$ cat config.mk
export PLATFORM = sky130hd
export DESIGN_NAME = mux4to1_rr_arbiter
export DESIGN_NICKNAME = d
export VERILOG_FILES = /design/src/rtl/mux4to1_rr_arbiter.sv
export SDC_FILE = /design/constraint.sdc
export NUM_CORES = 1
export LEC_CHECK = 0
export CORE_MARGIN = 8
export CORE_UTILIZATION = 53
export CTS_BUF_LIST = sky130_fd_sc_hd__clkbuf_4
export CTS_CLUSTER_DIAMETER = 120
export CTS_CLUSTER_SIZE = 20
export DETAILED_ROUTE_END_ITERATION = 16
export PLACE_DENSITY = 0.86
export SYNTH_ARGS = -nofsm -noshare
export SYNTH_HDL_FRONTEND = slang
export SYNTH_SLANG_ARGS = --single-unit
$ cat constraint.sdc
create_clock -name clk -period 3.9 [get_ports clk]
set_input_delay 0.78 -clock clk [delete_from_list [all_inputs] [get_ports clk]]
set_output_delay 0.78 -clock clk [all_outputs]
set_load 0.02 [all_outputs]
$ cat src/rtl/mux4to1_rr_arbiter.sv
// ---------------------------------------------------------------------------
// mux4to1_rr_arbiter
//
// Round-robin arbiter that owns the select of a 4:1 single-bit mux. Four
// requesters compete for the shared output. The winner receives a registered
// one-hot grant, the mux select points at it, and its data bit is gated onto f.
// Ownership is limited to MAX_HOLD consecutive cycles whenever another
// requester is waiting, so no requester can starve the others.
//
// Handshake: req[i] is a level request. It stays high for as long as
// requester i wants the channel. gnt[i] high means requester i owns f in the
// current cycle. No request is queued: requests are sampled at the clock edge
// where arbitration happens.
//
// Parameters:
//   MAX_HOLD : maximum consecutive grant cycles per ownership (1..16)
// Ports:
//   clk   : clock, rising edge
//   rst   : asynchronous reset, active high
//   req   : [3:0] request per requester
//   I     : [3:0] mux data inputs, one bit per requester
//   gnt   : [3:0] registered one-hot grant, zero when idle
//   s     : [1:0] registered mux select (current or last owner)
//   valid : registered, high while a grant is active
//   f     : combinational, I[s] when valid, otherwise 0
// ---------------------------------------------------------------------------
module mux4to1_rr_arbiter #(
  parameter int MAX_HOLD = 4
) (
  input  logic       clk,
  input  logic       rst,
  input  logic [3:0] req,
  input  logic [3:0] I,
  output logic [3:0] gnt,
  output logic [1:0] s,
  output logic       valid,
  output logic       f
);

  // The hold counter needs at least one bit, even when MAX_HOLD is 1 or 2.
  localparam int CNT_W = (MAX_HOLD > 2) ? $clog2(MAX_HOLD) : 1;
  localparam logic [CNT_W-1:0] CNT_LAST = CNT_W'(MAX_HOLD - 1);

  typedef enum logic {
    IDLE  = 1'b0,
    GRANT = 1'b1
  } state_t;

  // The state register is a named flop so a checker can bind to it.
  state_t           state_q, state_d;
  logic [1:0]       s_q, s_d;
  logic [3:0]       gnt_q, gnt_d;
  logic             valid_q, valid_d;
  logic [CNT_W-1:0] cnt_q, cnt_d;

  // Round-robin search. Candidates are s+1, s+2, s+3 and then s itself.
  // Checking the owner last is what rotates it out on a timeout when another
  // requester is waiting.
  logic [1:0] win;
  logic       found;
  logic [1:0] cand;

  always_comb begin
    win   = s_q;
    found = 1'b0;
    cand  = '0;
    for (int k = 1; k <= 4; k++) begin
      cand = s_q + 2'(k);
      if (!found && req[cand]) begin
        win   = cand;
        found = 1'b1;
      end
    end
  end

  // Next-state logic and registered outputs
  always_comb begin
    state_d = state_q;
    s_d     = s_q;
    gnt_d   = gnt_q;
    cnt_d   = cnt_q;

    unique case (state_q)
      IDLE: begin
        gnt_d = 4'b0000;
        if (found) begin
          s_d     = win;
          gnt_d   = 4'b0001 << win;
          cnt_d   = '0;
          state_d = GRANT;
        end
      end

      GRANT: begin
        if (req[s_q] && (cnt_q != CNT_LAST)) begin
          // The owner keeps the grant and stays inside its hold budget.
          cnt_d = cnt_q + 1'b1;
        end else if (found) begin
          // This covers a release with a handoff and also a timeout. On a
          // timeout the owner is always found, at the latest as the last
          // candidate, so a lone requester is regranted without a gap.
          s_d   = win;
          gnt_d = 4'b0001 << win;
          cnt_d = '0;
        end else begin
          // Nobody is requesting. The pointer keeps the last owner.
          gnt_d   = 4'b0000;
          cnt_d   = '0;
          state_d = IDLE;
        end
      end

      default: begin
        state_d = IDLE;
        gnt_d   = 4'b0000;
        cnt_d   = '0;
      end
    endcase

    valid_d = |gnt_d;
  end

  always_ff @(posedge clk or posedge rst) begin
    if (rst) begin
      state_q <= IDLE;
      s_q     <= 2'd3;  // the first search after reset starts at requester 0
      gnt_q   <= 4'b0000;
      valid_q <= 1'b0;
      cnt_q   <= '0;
    end else begin
      state_q <= state_d;
      s_q     <= s_d;
      gnt_q   <= gnt_d;
      valid_q <= valid_d;
      cnt_q   <= cnt_d;
    end
  end

  assign gnt   = gnt_q;
  assign s     = s_q;
  assign valid = valid_q;
  assign f     = valid_q & I[s_q];

endmodule

* After elaboration in Yosys (flattened, before gate mapping)
Cells that the tools add are included.
** Storage, ports and cells
- Logic and storage cells :: 57
- Latch bits :: 0
- Register bits after elaboration :: 10
- Memory bits (read-only) :: 0
- Input port bits :: 10
- Output and inout port bits :: 8
- Memories kept :: 0
- RAM bits :: 0
** Cells by class
- $lt $le $gt $ge :: 4
- Divide/modulo/power cells :: 0
- Reduce and logical (&&, ||, !) cells :: 8
- Eq/ne operators :: 3
- Multiplexer cells :: 30
- Shifts and indexed selects :: 1
- Add/subtract/negate cells :: 4
- Bitwise gates (word level) :: 2
- Multiply operators :: 0
** Operators by type and width (number)
- 2-bit two-way mux :: 8
- 2-bit by 3-bit < comparator with 1-bit output (second input constant) :: 4
- 1-bit two-way mux :: 11
- 1-bit binary-select mux with 2-bit select :: 5
- 4-bit two-way mux :: 2
- 2-bit case mux with 2 select lines :: 2
- 4-bit case mux with 2 select lines :: 1
- 2-bit != test (second input constant) :: 3
- 2-bit by 1-bit adder with 2-bit output (second input constant) :: 2
- 2-bit adder (second input constant) :: 2
- 1-bit logical AND :: 4
- 4-bit OR reduction :: 1
- 1-bit by 2-bit left shift with 4-bit output (first input constant) :: 1
- 1-bit logical NOT :: 3
- 1-bit case mux with 2 select lines :: 1
- 1-bit bitwise AND :: 1
- 1-bit inverter :: 1

* Logic depth before layout (Yosys ltp)
- Depth in word-level cells :: 18
- Mapped depth :: 6

* Worst setup path before layout
Ideal clock, no wire load.
- Path type :: flip-flop to output port
- Start point :: register s_q[0] (netlist: s[0])
- End point :: output f
- Path slack :: 1.659 ns
- Buffers on the path :: 1
- Cell stages (with the launch flop) :: 4
- Arrival :: 1.461 ns
- Cell sequence :: dfstp_2 > buf_6 > mux4_2 > and2_1
** Between the ends
- Longest elaborated chain between the ends :: 3
** RTL lines
- start, declared :: RTL line 51 : logic [1:0] s_q, s_d;
- start signal, assigned :: RTL line 126 : s_q <= 2'd3;
- start signal, assigned :: RTL line 132 : s_q <= s_d;
- 1-bit binary-select mux with 2-bit select :: RTL line 142 : assign f = valid_q & I[s_q];
- 1-bit two-way mux (not written as such) :: RTL line 142
- 1-bit bitwise AND :: RTL line 142
- end, declared :: RTL line 37 : output logic f
Every way passes these cells. The select of a mux whose other input is x is not followed.

* Final worst setup path
- Start point :: input I[3]
- End point :: output f
** Between the ends
- Longest elaborated chain between the ends :: 3
** RTL lines
- start, declared :: RTL line 33 : input logic [3:0] I,
- 1-bit binary-select mux with 2-bit select :: RTL line 142
- 1-bit two-way mux (not written as such) :: RTL line 142
- 1-bit bitwise AND :: RTL line 142
Every way passes these cells. The select of a mux whose other input is x is not followed.

==> key figures <==
Global route
  – First-pass GRT wire length: 2690 um
  – Grt ovf: 0
  – Total GRT Usage: 0.131
  – Initial antenna violation count: 0
  – Largest net degree at the start of global routing: 14
  – Vias in the first global route: 591

Routing
  – Via count: 600
  – Drt total wl: 1580 um
  – Drt drc: 0
  – Vias per cell: 6.00
  – DR pass1 iterations: 4
  – Violation count after the first detailed-route iteration: 19
  – WL/cell: 15.8 um
  – Remaining antenna violation count: 0

Synthesis
  – Largest family of logic cells by synthesized area: compound AO/OA/AOI/OAI gates
  – Synth Area in XOR/XNOR: 0
  – Post-synthesis net count: 81
  – Distinct cells, synth: 34
  – Synth Area in Adders: 0.0178
  – Post-synthesis simple-gate area fraction: 0.178
  – Mean Syn Cell Area: 10.0 um^2
  – Mux share of post-synthesis cell area: 0.128
  – Register area share after synthesis: 0.360
  – Mapped cell area: 702 um^2
  – Synth Area in Compound Gates: 0.216
  – Synth warn: 0
  – Asr flop ratio synth: 1.00
  – Post-synth EDFFs: 0
  – Ys flop type: dfrtp_1
  – Synth Register Bits: 10
  – Post-Synthesis Cells: 70

Critical path
  – Crit-path max FO: 1
  – Crit path arrival time: 2.32 ns
  – Crit start category: primary input
  – Critical path required time: 3.12 ns
  – Worst setup EP type: output pin
  – Crit Path Category: primary input to output pin

Timing
  – Unrepaired setup endpoints after global routing: false
  – Highest clock rate: 322 MHz
  – Slew HR: 0.705
  – Setup_tns: 0 ns
  – Worst setup margin: 0.797 ns
  – Final Cycle Share: 0.796
  – Final setup violation count: 0
  – Worst clock skew: 0.00298 ns
  – Max-slew violations: 0
  – Minimum clock period: 3.10 ns
  – Fin. Hold Viols: 0
  – Worst Max-Slew Pin Slew: 0.442 ns

Run
  – Max Cap Violations: 0

Finish
  – Fin area: 873 um^2
  – Most frequent cells in the layout: 17 x clkdlybuf4s50_1, 8 x dfrtp_1, 5 x nor2_1, 5 x o21ai_0, 5 x inv_1
  – Diodes inserted: 0
  – Commonest non-fill, non-tap cell in the layout: clkdlybuf4s50_1
  – Number of fill cells: 104
  – Nets: 97
  – Area grow syn2layout: 24.4%
  – Fraction of layout cells with a size suffix above 1: 0.153

Placement
  – Placed inst area: 843 um^2
  – Worst slack, placed: 0.783 ns
  – Final Wtd Congestion: 0.770
  – PortBufs: 17
  – HPWL Detailed: 1140 um

Clock tree
  – CTS sink cnt: 10
  – Num CTS Buffers: 3
  – Clock Latency Late Sink: 0.28 ns
  – Largest buffer count on any clock path: 2
  – Hold Buf Count CTS: 0
  – Number of gates resized after cts: 0
  – CTS tree: done
  – Root Driver: clkbuf_4
  – Post CTS Setup Buffer Count: 0
  – Reg clk slew, reported paths: 0.07 ns
  – Htree depth: 1

Floorplan
  – Cell Rows: 13
  – Initial Utilization: 0.553
  – DIE AREA: 2740 um^2
  – Ports: 18
  – Die Y: 52.4 um
  – Die width: 52.4 um
  – Core area: 1270 um^2

Power
  – Largest vdd supply drop: 356 uV
  – Static leakage: 0.361 nW
  – Pwr dens: 752 nW/um^2

Outcome
  – Status: finished clean

Min path
  – Min-Delay Path Class: register to register
## through the flow
stage	hold WS [ns]	util	instances	power, mW
global route	0.579	0.688	100	0.704
finish	0.524	0.688	100	0.657
detailed placement	0.508	0.665	96	0.570
floorplan	0.486	-	70	0.477
global placement	0.489	0.665	96	0.558
CTS	0.523	0.688	100	0.657
## synth_stat cells, types with 2 or more instances
cell type / n / share of area
nor2b_1: 3 / 0.027
nand2_1: 4 / 0.021
o22ai_1: 2 / 0.018
dfstp_2: 2 / 0.075
a21oi_1: 4 / 0.029
o21ai_0: 5 / 0.036
buf_4: 2 / 0.021
buf_2: 2 / 0.014
nor2_1: 5 / 0.027
mux2i_1: 3 / 0.043
inv_1: 5 / 0.027
dfrtp_1: 8 / 0.29
buf_6: 2 / 0.032
a22o_1: 2 / 0.025
o221ai_1: 2 / 0.025
## power breakdown
group          total [mW]  leakage (nW)  switching [mW]  internal [mW]
logic               0.358         0.224           0.165          0.192
registers           0.212         0.118          0.0603          0.152
clock network      0.0869        0.0184          0.0402         0.0467
## cell families after synthesis
kind of cell	after synthesis
multiplexers	6
AND/OR/NAND/NOR	19
buffers and inverters	12
adder cells (fa/ha/maj)	1
AO/OA/AOI/OAI	22
flip-flops	10
## final cells by class
class,count,area [um^2],share of cell area
sequential,10,253,0.289
inverter,6,22.5,0.0258
tap,15,18.8,0.0215
clock buffer,4,30.0,0.0344
multi-input combinational,48,379,0.434
timing repair buffer,17,170,0.195
## sequential cells by signal (all words and copies together) (netlist names)
name / cells
cnt_q: 2
state_q: 1
s: 2
valid: 1
gnt: 4
## critical path: stages
cell and delay (ns):
clkdlybuf4s50_1 0.39, mux4_2 0.45, and2_1 0.17, clkdlybuf4s50_1 0.53
## path summary, 6_finish.rpt
check,startpoint,to,slack (ns),depth (start not counted)
hold / removal,gnt[0],gnt[0],0.52,2
min in group asynchronous,rst,gnt[2],0.77,2
setup reg to reg,cnt_q[0],s[0],1.97,5
max in group asynchronous,rst,s[0],2.82,2
hold reg to reg,gnt[0],gnt[0],0.52,2
setup / recovery,I[3],f,0.80,4
## layer usage
layer  GRT usage  share of wire  vias to the layer above
met5           0              0                        -
met4       0.108          0.034                        0
met3      0.0284          0.063                        5
met2       0.190           0.44                       19
met1       0.160           0.46                      289
li1            -              -                      287
No activity file was read; power rests on OpenSTA's default activity.
